--- config.mk ---
export PLATFORM = sky130hd
export DESIGN_NAME = conv_mac_scheduler
export DESIGN_NICKNAME = d
export VERILOG_FILES = /design/src/rtl/conv_mac_scheduler.sv
export SDC_FILE = /design/constraint.sdc
export NUM_CORES = 1
export LEC_CHECK = 0
export ABC_CLOCK_PERIOD_IN_PS = 8250
export BUFFER_PORTS_ARGS = -buffer_cell sky130_fd_sc_hd__clkbuf_2
export CAP_MARGIN = 20
export CORE_ASPECT_RATIO = 1.2
export CORE_MARGIN = 2
export CORE_UTILIZATION = 35
export DETAILED_ROUTE_END_ITERATION = 7
export PLACE_DENSITY = 0.65
export SETUP_SLACK_MARGIN = 0.05
export SYNTH_ARGS = -nofsm -noshare
export SYNTH_HDL_FRONTEND = slang
export SYNTH_SLANG_ARGS = --single-unit
--- constraint.sdc ---
create_clock -name clk -period 8.25 [get_ports clk]
set_input_delay 0.825 -clock clk [delete_from_list [all_inputs] [get_ports clk]]
set_output_delay 0.825 -clock clk [all_outputs]
set_load 0.05 [all_outputs]
--- src/rtl/conv_mac_scheduler.sv ---
// conv_mac_scheduler: sequencer for the shared single-MAC conv2d datapath.
// Walks every 3x3 same-padded window in row-major order. For each output
// position it issues NUM_FILT*9 MAC cycles (filter outer, tap inner) and then
// one commit beat, using a valid/ready handshake toward the post-processing
// pipeline. All outputs are registered from the next-state values, so the
// addresses and controls line up with mac_en in the same cycle.
module conv_mac_scheduler #(
  parameter int IMG_W    = 8,
  parameter int IMG_H    = 8,
  parameter int NUM_FILT = 2,
  parameter int PIX_AW   = 6,
  parameter int W_AW     = 5,
  parameter int FILT_W   = (NUM_FILT > 1) ? $clog2(NUM_FILT) : 1
) (
  input  logic              clk,
  input  logic              reset,
  input  logic              start,
  input  logic              abort,
  input  logic              out_ready,
  output logic              busy,
  output logic              done,
  output logic [PIX_AW-1:0] pix_addr,
  output logic              pad,
  output logic [W_AW-1:0]   w_addr,
  output logic [FILT_W-1:0] filt_idx,
  output logic              mac_en,
  output logic              mac_first,
  output logic              out_valid,
  output logic [PIX_AW-1:0] out_pos,
  output logic              out_last
);

  // Column / row counter widths, and a signed coordinate width that can hold
  // -1 .. max(IMG_W, IMG_H) without wrapping.
  localparam int XW    = (IMG_W > 1) ? $clog2(IMG_W) : 1;
  localparam int YW    = (IMG_H > 1) ? $clog2(IMG_H) : 1;
  localparam int MAXWH = (IMG_W > IMG_H) ? IMG_W : IMG_H;
  localparam int CW    = $clog2(MAXWH + 1) + 1;

  localparam logic [1:0] S_IDLE   = 2'd0;
  localparam logic [1:0] S_MAC    = 2'd1;
  localparam logic [1:0] S_COMMIT = 2'd2;
  localparam logic [1:0] S_DONE   = 2'd3;

  localparam logic [PIX_AW-1:0] POS_LAST  = PIX_AW'(IMG_W * IMG_H - 1);
  localparam logic [XW-1:0]     X_LAST    = XW'(IMG_W - 1);
  localparam logic [FILT_W-1:0] FILT_LAST = FILT_W'(NUM_FILT - 1);
  localparam logic [3:0]        TAP_LAST  = 4'd8;

  localparam logic signed [CW-1:0] IMG_W_S = CW'(IMG_W);
  localparam logic signed [CW-1:0] IMG_H_S = CW'(IMG_H);
  localparam logic [PIX_AW-1:0]    IMG_W_P = PIX_AW'(IMG_W);

  logic [1:0]        r_state;
  logic [PIX_AW-1:0] r_pos;
  logic [XW-1:0]     r_ox;
  logic [YW-1:0]     r_oy;
  logic [FILT_W-1:0] r_filt;
  logic [3:0]        r_tap;

  logic [1:0]        w_state_next;
  logic [PIX_AW-1:0] w_pos_next;
  logic [XW-1:0]     w_ox_next;
  logic [YW-1:0]     w_oy_next;
  logic [FILT_W-1:0] w_filt_next;
  logic [3:0]        w_tap_next;

  logic [1:0]           w_kx;
  logic [1:0]           w_ky;
  logic signed [CW-1:0] w_x;
  logic signed [CW-1:0] w_y;
  logic                 w_pad;
  logic [PIX_AW-1:0]    w_pix;
  logic [W_AW-1:0]      w_waddr;

  // Next-state and counter sequencing; abort overrides everything.
  always_comb begin
    w_state_next = r_state;
    w_pos_next   = r_pos;
    w_ox_next    = r_ox;
    w_oy_next    = r_oy;
    w_filt_next  = r_filt;
    w_tap_next   = r_tap;
    if (abort) begin
      w_state_next = S_IDLE;
      w_pos_next   = '0;
      w_ox_next    = '0;
      w_oy_next    = '0;
      w_filt_next  = '0;
      w_tap_next   = '0;
    end else begin
      case (r_state)
        S_IDLE: begin
          if (start) begin
            w_state_next = S_MAC;
            w_pos_next   = '0;
            w_ox_next    = '0;
            w_oy_next    = '0;
            w_filt_next  = '0;
            w_tap_next   = '0;
          end
        end
        S_MAC: begin
          if (r_tap == TAP_LAST) begin
            w_tap_next = '0;
            if (r_filt == FILT_LAST) begin
              w_filt_next  = '0;
              w_state_next = S_COMMIT;
            end else begin
              w_filt_next = r_filt + FILT_W'(1);
            end
          end else begin
            w_tap_next = r_tap + 4'd1;
          end
        end
        S_COMMIT: begin
          if (out_ready) begin
            if (r_pos == POS_LAST) begin
              w_state_next = S_DONE;
            end else begin
              w_state_next = S_MAC;
              w_pos_next   = r_pos + PIX_AW'(1);
              w_filt_next  = '0;
              w_tap_next   = '0;
              if (r_ox == X_LAST) begin
                w_ox_next = '0;
                w_oy_next = r_oy + YW'(1);
              end else begin
                w_ox_next = r_ox + XW'(1);
              end
            end
          end
        end
        S_DONE: begin
          w_state_next = S_IDLE;
          w_pos_next   = '0;
          w_ox_next    = '0;
          w_oy_next    = '0;
          w_filt_next  = '0;
          w_tap_next   = '0;
        end
        default: w_state_next = S_IDLE;
      endcase
    end
  end

  // Tap geometry for the upcoming MAC cycle: padding test and buffer address.
  always_comb begin
    w_ky    = 2'(w_tap_next / 4'd3);
    w_kx    = 2'(w_tap_next % 4'd3);
    w_x     = CW'(w_ox_next) + CW'(w_kx) - CW'(1);
    w_y     = CW'(w_oy_next) + CW'(w_ky) - CW'(1);
    w_pad   = w_x[CW-1] | w_y[CW-1] | (w_x >= IMG_W_S) | (w_y >= IMG_H_S);
    w_pix   = PIX_AW'(w_y) * IMG_W_P + PIX_AW'(w_x);
    w_waddr = W_AW'(w_filt_next) * W_AW'(9) + W_AW'(w_tap_next);
  end

  // State, counters and registered outputs derived from the next state.
  always_ff @(posedge clk) begin
    if (reset) begin
      r_state   <= S_IDLE;
      r_pos     <= '0;
      r_ox      <= '0;
      r_oy      <= '0;
      r_filt    <= '0;
      r_tap     <= '0;
      busy      <= 1'b0;
      done      <= 1'b0;
      pix_addr  <= '0;
      pad       <= 1'b0;
      w_addr    <= '0;
      filt_idx  <= '0;
      mac_en    <= 1'b0;
      mac_first <= 1'b0;
      out_valid <= 1'b0;
      out_pos   <= '0;
      out_last  <= 1'b0;
    end else begin
      r_state   <= w_state_next;
      r_pos     <= w_pos_next;
      r_ox      <= w_ox_next;
      r_oy      <= w_oy_next;
      r_filt    <= w_filt_next;
      r_tap     <= w_tap_next;
      busy      <= (w_state_next != S_IDLE);
      done      <= (w_state_next == S_DONE);
      mac_en    <= (w_state_next == S_MAC);
      mac_first <= (w_state_next == S_MAC) && (w_tap_next == 4'd0);
      pad       <= (w_state_next == S_MAC) && w_pad;
      pix_addr  <= ((w_state_next == S_MAC) && !w_pad) ? w_pix : '0;
      w_addr    <= (w_state_next == S_MAC) ? w_waddr : '0;
      filt_idx  <= (w_state_next == S_MAC) ? w_filt_next : '0;
      out_valid <= (w_state_next == S_COMMIT);
      out_pos   <= (w_state_next == S_COMMIT) ? w_pos_next : '0;
      out_last  <= (w_state_next == S_COMMIT) && (w_pos_next == POS_LAST);
    end
  end

endmodule

==> Yosys cells after proc, flatten, opt, wreduce, memory -nomap -nowiden <==
Index checks and enable logic that the tools add are counted.
{ "op_classes": {"n_addsub": 11, "mul": 1, "div": 2, "order_cmp": 2, "eq_ne": 10, "mux": 37, "bitwise_logic": 6, "n_reduce_logical": 11} }
{ "ops": {"columns": ["operator", "n"], "rows": [
  ["3-bit two-way mux", 10],
  ["6-bit two-way mux", 4],
  ["4-bit two-way mux", 5],
  ["3-bit case mux with 3 select lines", 2],
  ["6-bit case mux with 3 select lines", 1],
  ["4-bit case mux with 4 select lines", 1],
  ["6-bit equality test (second input constant)", 2],
  ["2-bit two-way mux", 6],
  ["5-bit greater-or-equal comparator (second input constant)", 2],
  ["4-bit by 1-bit subtractor with 5-bit output (second input constant)", 2],
  ["3-bit by 2-bit adder with 4-bit output", 2],
  ["2-bit equality test (second input constant)", 4],
  ["2-bit case mux with 4 select lines", 1],
  ["3-bit by 1-bit adder with 3-bit output (second input constant)", 2],
  ["6-bit by 1-bit adder with 6-bit output (second input constant)", 1],
  ["6-bit adder", 1],
  ["1-bit two-way mux", 6],
  ["2-bit OR reduction", 3],
  ["5-bit by 4-bit adder with 5-bit output", 1],
  ["1-bit by 4-bit multiplier with 5-bit output (second input constant)", 1],
  ["4-bit by 1-bit adder with 4-bit output (second input constant)", 1],
  ["4-bit by 2-bit divider with 4-bit output (second input constant)", 1],
  ["2-bit by 1-bit equality test with 1-bit output (second input constant)", 2],
  ["4-bit equality test (second input constant)", 1],
  ["other kinds (11)", 18]
]} }
{ "word_totals": {"regBits": 44, "inputBits": 5, "elab_cells": 97} }

==> Depth between registers and ports, before layout <==
Gate-level depths: netlist of the first run.
{ "logic_depth": {"depth_word": 15, "depth_mapped": 26} }

==> Least setup slack after synthesis of the first run <==
No wires, ideal clock.
{ "synth_path": {"kind": "input-to-reg", "start": "input port start", "end": "register pix_addr[5]", "setup_ns": 0.079, "arrival_ns": 4.717, "required_time_ns": 8.171, "setup_slack_ns": 3.454, "stages": 24, "cell_sequence": "nand2b_1 -> o21ai_0 -> a221oi_2 -> nand2b_1 -> inv_1 -> ha_1 -> inv_1 -> ha_1 -> xor2_1 -> a31oi_1 -> ha_1 -> a21oi_2 -> mux2i_1 -> ha_1 -> inv_1 -> ha_1 -> inv_1 -> fa_1 -> xor2_1 -> inv_1 -> ha_1 -> fa_1 -> xor2_1 -> nor3_1"} }
{ "synth_between": {"elab_chain_len": 13} }
{ "synth_rtl": {"columns": ["element", "line", "rtl"], "rows": [
  ["start: declaration", "17", "input logic start,"],
  ["4-bit two-way mux *", "94", "if (start) begin"],
  ["4-bit case mux with 4 select lines *", "92", "case (r_state)"],
  ["4-bit two-way mux *", "84", "if (abort) begin"],
  ["net w_tap_next[3]", "66", "logic [3:0] w_tap_next;"],
  ["4-bit by 2-bit remainder unit with 4-bit output / 4-bit by 2-bit divider with 4-bit output (equally long branches)", "150, 149", null],
  ["3-bit by 2-bit adder with 4-bit output, on equally long branches", "151, 152", null],
  ["4-bit by 1-bit subtractor with 5-bit output, on equally long branches", "151, 152", null],
  ["5-bit greater-or-equal comparator / 1-bit bitwise OR (equally long branches)", "153", "w_pad = w_x[CW-1] | w_y[CW-1] | (w_x >= IMG_W_S) | (w_y >= IMG_H_S);"],
  ["1-bit bitwise OR (2 in a row)", "153", null],
  ["1-bit zero test", "190", "pix_addr <= ((w_state_next == S_MAC) && !w_pad) ? w_pix : '0;"],
  ["1-bit logical AND", "190", null],
  ["1-bit NOT (no line)", null, null],
  ["2-bit OR reduction (no line)", null, null],
  ["end signal: assignment", "190", null],
  ["end: declaration", "22", "output logic [PIX_AW-1:0] pix_addr,"]
]} }
The timed path passes the listed nets; every way through them passes the cells marked *.
A chain may end at the register's enable or synchronous reset.

==> Worst setup path after layout of the first run <==
{ "layout_path": {"start": "register r_state[0]", "end": "register pix_addr[5]"} }
{ "layout_between": {"elab_chain_len": 13} }
{ "layout_rtl": {"columns": ["element", "line", "rtl"], "rows": [
  ["start: declaration", "54", "logic [1:0] r_state;"],
  ["start signal: assignment", "179", "r_state <= w_state_next;"],
  ["2-bit equality test (tied with other cells)", "92", null],
  ["4-bit case mux with 4 select lines", "92", null],
  ["4-bit two-way mux", "84", null],
  ["4-bit by 2-bit remainder unit with 4-bit output / 4-bit by 2-bit divider with 4-bit output (equally long branches)", "150, 149", null],
  ["3-bit by 2-bit adder with 4-bit output, on equally long branches", "151, 152", null],
  ["4-bit by 1-bit subtractor with 5-bit output, on equally long branches", "151, 152", null],
  ["5-bit greater-or-equal comparator / 1-bit bitwise OR (equally long branches)", "153", null],
  ["1-bit bitwise OR (2 in a row)", "153", null],
  ["1-bit zero test", "190", null],
  ["1-bit logical AND", "190", null],
  ["1-bit NOT (no line)", null, null],
  ["2-bit OR reduction (no line)", null, null]
]} }
Several ways; a longest one is shown, not always the timed one.

==> results of run 1 <==
==> power breakdown <==
part | switching, mW | internal [mW]
clock | 0.0752 | 0.107
sequential | 0.00118 | 0.213
combinational | 0.0173 | 0.00654
==> cell usage in the layout (no fill, tap or decap), types with 2 or more instances in the layout <==
cell type | synthesis | routed
ha_1 | 23 | 23
a21oi_2 | 2 | 2
nor2_1 | 34 | 34
fa_1 | 3 | 3
nand3_1 | 4 | 4
a21oi_1 | 10 | 10
or2_2 | 2 | 2
nor3_1 | 5 | 5
o21ai_0 | 3 | 3
nand2_1 | 16 | 16
a32oi_2 | 2 | 2
nand4_1 | 3 | 3
dfxtp_1 | 44 | 44
o22ai_1 | 2 | 2
clkbuf_8 | 0 | 7
xor2_1 | 5 | 5
clkbuf_2 | 0 | 29
a31oi_1 | 4 | 4
nand2b_1 | 3 | 3
nor4_1 | 3 | 3
a22o_1 | 2 | 2
and3_1 | 3 | 3
or4_1 | 2 | 2
inv_2 | 2 | 2
o21bai_1 | 2 | 2
nor3b_1 | 4 | 4
inv_1 | 19 | 19
and2_1 | 5 | 5
a21boi_0 | 2 | 2
a32o_1 | 4 | 4
nor2b_1 | 9 | 9
==> per-layer routing <==
metal,vias up,GRT usage,part of all wire
met2,42,0.228,0.47
met5,-,0,0
met3,8,0.0287,0.037
li1,964,-,-
met1,887,0.170,0.47
met4,0,0.0618,0.019
==> kinds of logic (layout without fill, tap and decap cells) <==
group | Yosys count | in the layout | share of synthesized area
AND/OR/NAND/NOR | 104 | 104 | 0.236
AO/OA/AOI/OAI | 50 | 50 | 0.178
XOR/XNOR | 6 | 6 | 0.0219
multiplexers | 1 | 1 | 0.00417
buffers and inverters | 29 | 58 | 0.0475
flip-flops | 44 | 44 | 0.367
adder cells (fa/ha/maj) | 26 | 26 | 0.145
==> worst max-delay path, delay by kind of cell, from the launching register on <==
kind            cells  cell delay [ns]
compound gates      3             0.79
xor+xnor            3             0.60
fa+ha+maj           8             1.94
buf+inv             5             0.31
flops               1             0.56
mux                 1             0.23
simple gates        4             0.71
==> state kept, by name, indices dropped and copies added (netlist names) <==
signal	cells
r_filt	1
out_pos	6
pix_addr	6
mac_first	1
mac_en	1
r_tap	4
r_pos	6
pad	1
r_ox	3
r_oy	3
out_last	1
out_valid	1
w_addr	5
busy	1
r_state	2
filt_idx	1
done	1
==> area by class of cell <==
cell class | count | area (um2)
timing repair buffer | 29 | 145
sequential | 44 | 881
clock inverter | 1 | 30.0
tap | 87 | 109
clock buffer | 7 | 96.3
multi-input combinational | 187 | 1400
fill | 695 | 3990
inverter | 21 | 78.8
==> stage by stage <==
| step | hold WS [ns] | setup slack (ns) | instances |
|---|---|---|---|
| after floorplan | 0.528 | 3.45 | 260 |
| after global routing | 0.689 | 2.60 | 376 |
| after CTS | 0.638 | 3.01 | 376 |
| after global placement | 0.596 | 3.05 | 368 |
| after detailed placement | 0.603 | 2.87 | 368 |
| final | 0.641 | 3.03 | 376 |
==> path summary, 6_finish.rpt <==
path / cells after the start / startpoint / endpoint
max reg2reg: 24 / r_state[0]$_SDFF_PP0_ / pix_addr[5]$_SDFF_PP0_
max: 24 / r_state[0]$_SDFF_PP0_ / pix_addr[5]$_SDFF_PP0_
min reg2reg: 3 / r_oy[1]$_SDFF_PP0_ / r_oy[1]$_SDFF_PP0_
min: 3 / r_oy[1]$_SDFF_PP0_ / r_oy[1]$_SDFF_PP0_
==> impl_metrics.ini, run 1 <==
[die]
io_pins = 30
die-height_um = 94.7
num_rows = 33
fp.coreArea_um2 = 6730
initial_core_util = 0.356
die_w_um = 79.6
die_area_um2 = 7530

[synth]
yosysTopAreaCell = dfxtp_1
yosysWarnings = 0
synthFlopType = dfxtp_1
ys_top_cells_by_area = dfxtp_1 (37%), ha_1 (12%), nor2_1 (5.3%), inv_1 (3.0%), fa_1 (2.5%)
synthesis.area_um2 = 2400
synthTopCellsByCount = dfxtp_1 (44), nor2_1 (34), ha_1 (23)
yosysSeqAreaShare = 0.367
synth_seq_cells = 44
synth_top_area_frac = 0.367
synth_cells = 260
synthArstFlopShare = 0
synth_cell_type_count = 63
avgSynthCellArea_um2 = 9.23
synth_most_common_cell = dfxtp_1
syn_nets = 291
synth_edf_count = 0

[cts]
h-tree-depth = 2
cts.repair.resized = 0
cts_buffer_depth = 2
cts.sinks = 44
cts_hold_buf = 0
clkLatencyLatePin_ns = 0.31
cts_buffers = 5
clkTransAtPathRegs_ns = 0.09
cts_tree = yes
postCtsSetupRepairBufs = 0
root_buffer = clkbuf_8

[sta]
tns_ns = 0
slew_headroom = 0.491
rsz0062_at_grt = no
layout_min_cycle_time_ns = 5.22
worst_slew_pin_slew_ns = 0.756
setup-violations-final = 0
fmax_mhz = 192
finalCritPeriodShare = 0.632
skew_ns = 0.0118
slew_violations = 0
hold_viol = 0

[cells_and_area]
drive_gt1_frac = 0.204
antenna_cells = 0
fin_nets = 319
fin_util = 0.408
finish.instance_area_um2 = 2740
area_delta_synth_final_pct = 14.4

[setup_path]
critical-path-max-stage-delay_ns = 0.56
critical_path_class = flop to flop
critPathCaptureType = flop
critical_path.most_common_cell = ha_1
cp.required_ns = 8.49
crit_arrival_ns = 5.45
crit_chain = nor2b_4 > nand3_1 > a2111oi_4 > nand2b_1 > inv_1 > ha_1 > inv_1 > ha_1 > xor2_1 > a31oi_1 > ha_1 > a21oi_2 > mux2i_1 > ha_1 > inv_1 > ha_1 > inv_1 > fa_1 > xor2_1 > inv_1 > ha_1 > fa_1 > xor2_1 > nor3_1
rrSetupSlack_ns = 3.03
cp_slowest_cell = dfxtp_1
cp-start-kind = flop
cp_max_fo = 11

[routing]
via_count = 1901
drt_iter0_drc = 74
drtPass1Iterations = 4
totalWireLength_um = 4890
wl_per_cell_um = 13.0
drc = 0
vias_per_cell = 5.06
postRouteAntennaNets = 0

[global_route]
grt_pass1_wl_um = 8080
antenna_found_initial = 0
grt_pass1_vias = 1768
grt_start_max_net_pins = 16
track_usage = 0.137
grt.overflow.total = 0

[power]
powerDensity_nw_per_um2 = 153
ir_worst_vdd_mv = 0.0734
p_leak_nw = 1.11
power_mw = 0.421

[placement]
place.port_buffers = 29
dpl-instance-area_um2 = 2620
hpwl_um = 3640
gp_congestion = 0.851

[hold_path]
hold_class = flop to flop

[job]
cap_violations = 0

[outcome]
outcome = finished clean
Power figures use the tool's default switching activity.
==> run 2, diff against run 1 <==
Settings changed: ABC_AREA set to 1, ABC_CLOCK_PERIOD_IN_PS 8250 to 4500, PLACE_DENSITY 0.65 to 0.66.
Clock period 8.25 ns to 4.5 ns, I/O delays scaled along.
==> run 2 against run 1 <==
Via count up 18%; die area up 4.3%; design area up 19%; area after synthesis up 4.5%; synthesized cell count up 30%; power up 72%; core utilization up 6.4 points; largest cell class unchanged.
==> impl_metrics.ini, run 2 <==
[sta]
worst_slew_pin_slew_ns = 0.472
slew_violations = 0
layout_min_cycle_time_ns = 4.24
layout_setup_ws_ns = 0.261
slew_headroom = 0.685
setup-violations-final = 0
skew_ns = 0.00400
hold_viol = 0
finalCritPeriodShare = 0.942
fmax_mhz = 236

[die]
io_pins = 30
die_w_um = 81.2
fp.coreArea_um2 = 6900
initial_core_util = 0.363
die_area_um2 = 7860
num_rows = 33
die-height_um = 96.7

[synth]
synth-simple-area-share = 0.279
synth-xor-area-share = 0.0205
synth_edf_count = 0
yosysSeqAreaShare = 0.351
synth_cell_type_count = 28
avgSynthCellArea_um2 = 7.41
synthTopCellsByCount = inv_1 (61), nand2_1 (60), dfxtp_1 (44), nor2_1 (44), ha_1 (23)
yosysWarnings = 0
synthAdderAreaFrac = 0.139
yosysTopAreaCell = dfxtp_1
synth_mux_area_frac = 0
synth_compound_area_frac = 0.101
syn_nets = 369
synthesis.area_um2 = 2510
synth_most_common_cell = inv_1
synth_seq_cells = 44
synthFlopType = dfxtp_1
synth_top_family_by_area = simple AND/OR/NAND/NOR gates
synth_cells = 338
synth_top_area_frac = 0.351
ys_top_cells_by_area = dfxtp_1 (35%), ha_1 (11%), inv_1 (9.1%), nand2_1 (9.0%), nor2_1 (6.6%)
synthArstFlopShare = 0

[power]
seqPwrFrac = 0.543
swShare = 0.257
powerDensity_nw_per_um2 = 222
ir_worst_vdd_mv = 0.114
p_leak_nw = 1.55
switching_power_mw = 0.186
internal-power_mw = 0.537
pwr-share-clk = 0.370
combPwrFrac = 0.087

[routing]
via_count = 2248
drc = 0
drtPass1Iterations = 4
drt_iter0_drc = 67
wl_per_cell_um = 11.4
postRouteAntennaNets = 0
totalWireLength_um = 5610
vias_per_cell = 4.57

[global_route]
grt_pass1_vias = 2206
grt_pass1_wl_um = 9490
track_usage = 0.152
antenna_found_initial = 0
grt_start_max_net_pins = 22
grt.overflow.total = 0

[cells_and_area]
largestRegisters = out_pos: 6 flops, pix_addr: 6 flops, r_pos: 6 flops
fin_nets = 435
antenna_cells = 0
finish.instance_area_um2 = 3250
fin_util = 0.472
final_cell_mix = nand2_1 (54), inv_1 (50), nor2_1 (43)
area_delta_synth_final_pct = 29.8
layout_commonest_cell = nand2_1
drive_gt1_frac = 0.341

[setup_path]
cp.required_ns = 4.74
cp-start-kind = flop
critical-path-max-stage-delay_ns = 0.37
cp_slowest_cell = dfxtp_4
critical_path_class = flop to flop
rr_worst_depth = 34
crit_arrival_ns = 4.48
cp_max_fo = 4
critPathCaptureType = flop

[cts]
cts_buffers = 5
clkTransAtPathRegs_ns = 0.09
h-tree-depth = 2
cts_buffer_depth = 2
cts_tree = yes
cts.sinks = 44
clkLatencyLatePin_ns = 0.30
root_buffer = clkbuf_8

[placement]
post-place-ws_ns = -0.0710
hpwl_um = 4000
dpl-instance-area_um2 = 2900
place.port_buffers = 29
gp_congestion = 0.854

[outcome]
outcome = finished clean

[job]
cap_violations = 0

[hold_path]
hold_depth = 4
hold_class = input port to flop
run 2: per-layer routing:
metal	vias up	wire length, um	share of wire	global-route usage
met2	33	2890	0.52	0.256
li1	1182	-	-	-
met4	0	170	0.030	0.0717
met3	15	141	0.025	0.0299
met5	-	0	0	0
met1	1018	2400	0.43	0.181
run 2: cell families (layout without fill, tap and decap cells):
group | count (synthesis) | after routing
adders and majority gates | 26 | 26
AOI/OAI and AO/OA | 41 | 41
buffers and inverters | 70 | 137
xor gates and xnor gates | 5 | 5
and+or+nand+nor | 152 | 152
DFF | 44 | 44
run 2: cell type report:
class / count / area [um2]
Clock inverter: 2 / 13.8
Fill cell: 679 / 3640
Sequential cell: 44 / 892
Tap cell: 87 / 109
Inverter: 66 / 255
Timing Repair Buffer: 63 / 400
Multi-Input combinational cell: 224 / 1500
Clock buffer: 6 / 82.6
run 2: metrics by stage:
stage | TNS [ns] | hold slack (ns) | cells | total power, mW
after floorplan | 0 | 0.523 | 338 | 0.445
after global placement | 0 | 0.597 | 468 | 0.462
after detailed placement | -0.0710 | 0.610 | 468 | 0.463
after CTS | 0 | 0.567 | 484 | 0.737
after global routing | -0.0217 | 0.589 | 492 | 0.759
final | 0 | 0.568 | 492 | 0.723
run 2: critical path, delay by kind of cell (launching register included):
family,cells,cell delay (ns)
flip-flops,1,0.37
AO/OA/AOI/OAI,2,0.29
AND/OR/NAND/NOR,11,0.81
buffers and inverters,9,0.46
XOR/XNOR,3,0.45
adder cells (fa/ha/maj),9,1.77
run 2: timing repair:
| action | 4_1_cts | 5_1_grt |
|---|---|---|
| pin swaps | 20 | 17 |
| resized for setup | 24 | 16 |
| hold buffers | 0 | 0 |
| setup buffers | 8 | 8 |
| endpoints found under the setup margin | 1 | 2 |
run 2: power groups by stage:
stage	clock, mW	sequential, mW	combinational, mW
after floorplan	0	0.410	0.0352
after global placement	0	0.403	0.0594
after detailed placement	0	0.403	0.0597
after CTS	0.281	0.394	0.0622
after global routing	0.295	0.393	0.0705
final	0.268	0.393	0.0629
run 2: worst paths after layout:
| kind | start | to | slack, ns |
|---|---|---|---|
| worst max-delay path | r_pos[1]$_SDFF_PP0_ | pix_addr[5]$_SDFF_PP0_ | 0.26 |
| worst min-delay path | start | filt_idx$_SDFF_PP0_ | 0.57 |
| worst max register to register | r_pos[1]$_SDFF_PP0_ | pix_addr[5]$_SDFF_PP0_ | 0.26 |
| worst min register to register | r_ox[2]$_SDFF_PP0_ | r_ox[2]$_SDFF_PP0_ | 0.62 |
==> run 3, diff against run 2 <==
--- a/config.mk
+++ b/config.mk
@@ -14,5 +14,4 @@
 export CORE_UTILIZATION = 35
 export DETAILED_ROUTE_END_ITERATION = 7
-export PLACE_DENSITY = 0.66
 export SETUP_SLACK_MARGIN = 0.05
 export SYNTH_ARGS = -nofsm -noshare
==> constraint.sdc (replaced) <==
create_clock -name clk -period 4.5 [get_ports clk]
set_input_delay 0.45 -clock clk [delete_from_list [all_inputs] [get_ports clk]]
set_output_delay 0.45 -clock clk [all_outputs]
set_load 0.01 [all_outputs]
==> run 3 against run 2 <==
Cell count rose by 0.41%; core utilization rose by 0.22 points; global-route usage fell by 0.12 points; maximum frequency fell by 0.87%; via count rose by 1.7%; count of clock-buffer cells in the layout rose by 1; critical endpoint unchanged; routed wire length fell by 1.0%; non-clock buffer count rose by 2; register-to-register slack got worse by 0.04 ns; worst hold slack improved by 0.023 ns; first-iteration DRC count rose by 42%.
==> impl_metrics.ini, run 3 (synthesis results as in run 2) <==
[job]
cap_violations = 0

[placement]
dpl-instance-area_um2 = 2900
post-place-ws_ns = -0.0954
hpwl_um = 3960
gp_congestion = 0.875
place.port_buffers = 29
place_inst = 468

[global_route]
grt_start_max_net_pins = 22
grt.overflow.total = 0
antenna_found_initial = 0
grt_pass1_vias = 2208
track_usage = 0.151
grt_pass1_wl_um = 9470

[setup_path]
rr_worst_depth = 34
crit_arrival_ns = 4.51
crit_start = r_pos[1]$_SDFF_PP0_
rrSetupSlack_ns = 0.22
r2r-end = pix_addr[5]$_SDFF_PP0_
cp.required_ns = 4.73
reg2reg_from = r_pos[1]$_SDFF_PP0_
cp_max_fo = 4
crit_path_end = pix_addr[5]$_SDFF_PP0_
cp_slowest_cell = dfxtp_2
critical_path_class = flop to flop
critical-path-max-stage-delay_ns = 0.37
cp-start-kind = flop
critPathCaptureType = flop

[sta]
slew_violations = 0
slew_headroom = 0.670
finalHoldWorstSlack_ns = 0.591
fmax_mhz = 234
layout_min_cycle_time_ns = 4.28
rsz0062_at_grt = yes
finalCritPeriodShare = 0.950
layout_setup_ws_ns = 0.223
worst_slew_pin_slew_ns = 0.495
skew_ns = 0.00737
setup-violations-final = 0
tns_ns = 0
hold_viol = 0

[cells_and_area]
instances_no_fill = 494
area_delta_synth_final_pct = 30.4
fin_util = 0.474
finish.instance_area_um2 = 3270
fin_nets = 437
drive_gt1_frac = 0.344
fillers = 665
antenna_cells = 0
largestRegisters = out_pos: 6 flops, pix_addr: 6 flops, r_pos: 6 flops
layout_commonest_cell = nand2_1
final_cell_mix = nand2_1 (52), inv_1 (51), nor2_1 (43)

[cts]
root_buffer = clkbuf_8
cts_buffer_depth = 2
cts.sinks = 44
h-tree-depth = 2
cts_hold_buf = 0
cts_tree = yes
clkTransAtPathRegs_ns = 0.08
cts_buffers = 5
clkLatencyLatePin_ns = 0.29

[routing]
vias_per_cell = 4.63
postRouteAntennaNets = 0
totalWireLength_um = 5550
wl_per_cell_um = 11.2
drc = 0
drtPass1Iterations = 4
drt_iter0_drc = 95
via_count = 2286

[power]
power_mw = 0.713
powerDensity_nw_per_um2 = 218
p_leak_nw = 1.56
ir_worst_vdd_mv = 0.120

[die]
die_area_um2 = 7860
die_w_um = 81.2
die-height_um = 96.7
num_rows = 33
fp.coreArea_um2 = 6900
initial_core_util = 0.363
io_pins = 30

[hold_path]
hold_class = input port to flop
hp-start = abort

[outcome]
outcome = finished clean
==> run 3: per-layer routing <==
layer,global-route usage,part of all wire
met1,0.180,0.43
met4,0.0561,0.023
met5,0,0
met2,0.261,0.51
met3,0.0289,0.037
==> run 3: critical path: cells and delay by family, from the launching register on <==
kind | cells | cell delay, ns
buffers and inverters | 9 | 0.44
adders and majority gates | 9 | 1.87
DFF | 1 | 0.37
and+or+nand+nor | 11 | 0.80
AOI/OAI and AO/OA | 2 | 0.28
xor gates and xnor gates | 3 | 0.45
==> run 3: worst min-delay path by stage <==
stage	to	slack (ns)	depth (start not counted)
CTS	r_pos[5]$_SDFF_PP0_	0.58	5
global route	r_pos[3]$_SDFF_PP0_	0.61	4
floorplan	r_state[0]$_SDFF_PP0_	0.52	1
detailed placement	r_ox[0]$_SDFF_PP0_	0.60	2
global placement	r_ox[0]$_SDFF_PP0_	0.61	2
finish	r_pos[5]$_SDFF_PP0_	0.59	5
==> run 3: timing repair <==
| item | in CTS | in global routing |
|---|---|---|
| setup buffers | 12 | 6 |
| endpoints found under the setup margin | 1 | 2 |
| gates resized for setup | 22 | 20 |
| pin swaps | 23 | 20 |
==> run 3: power by group <==
| group | internal [mW] | switching (mW) |
|---|---|---|
| Sequential | 0.392 | 0.00132 |
| Combinational | 0.0216 | 0.0383 |
| Clock | 0.125 | 0.135 |
==> run 3: final cells by class <==
type,count,area (um2),area share
clock buffers,7,86.3,0.0264
clock inverters,1,7.51,0.00230
inverters,66,258,0.0789
repair buffers,65,415,0.127
multi-input cells,224,1510,0.461
flip-flops and latches,44,886,0.271
well taps,87,109,0.0333
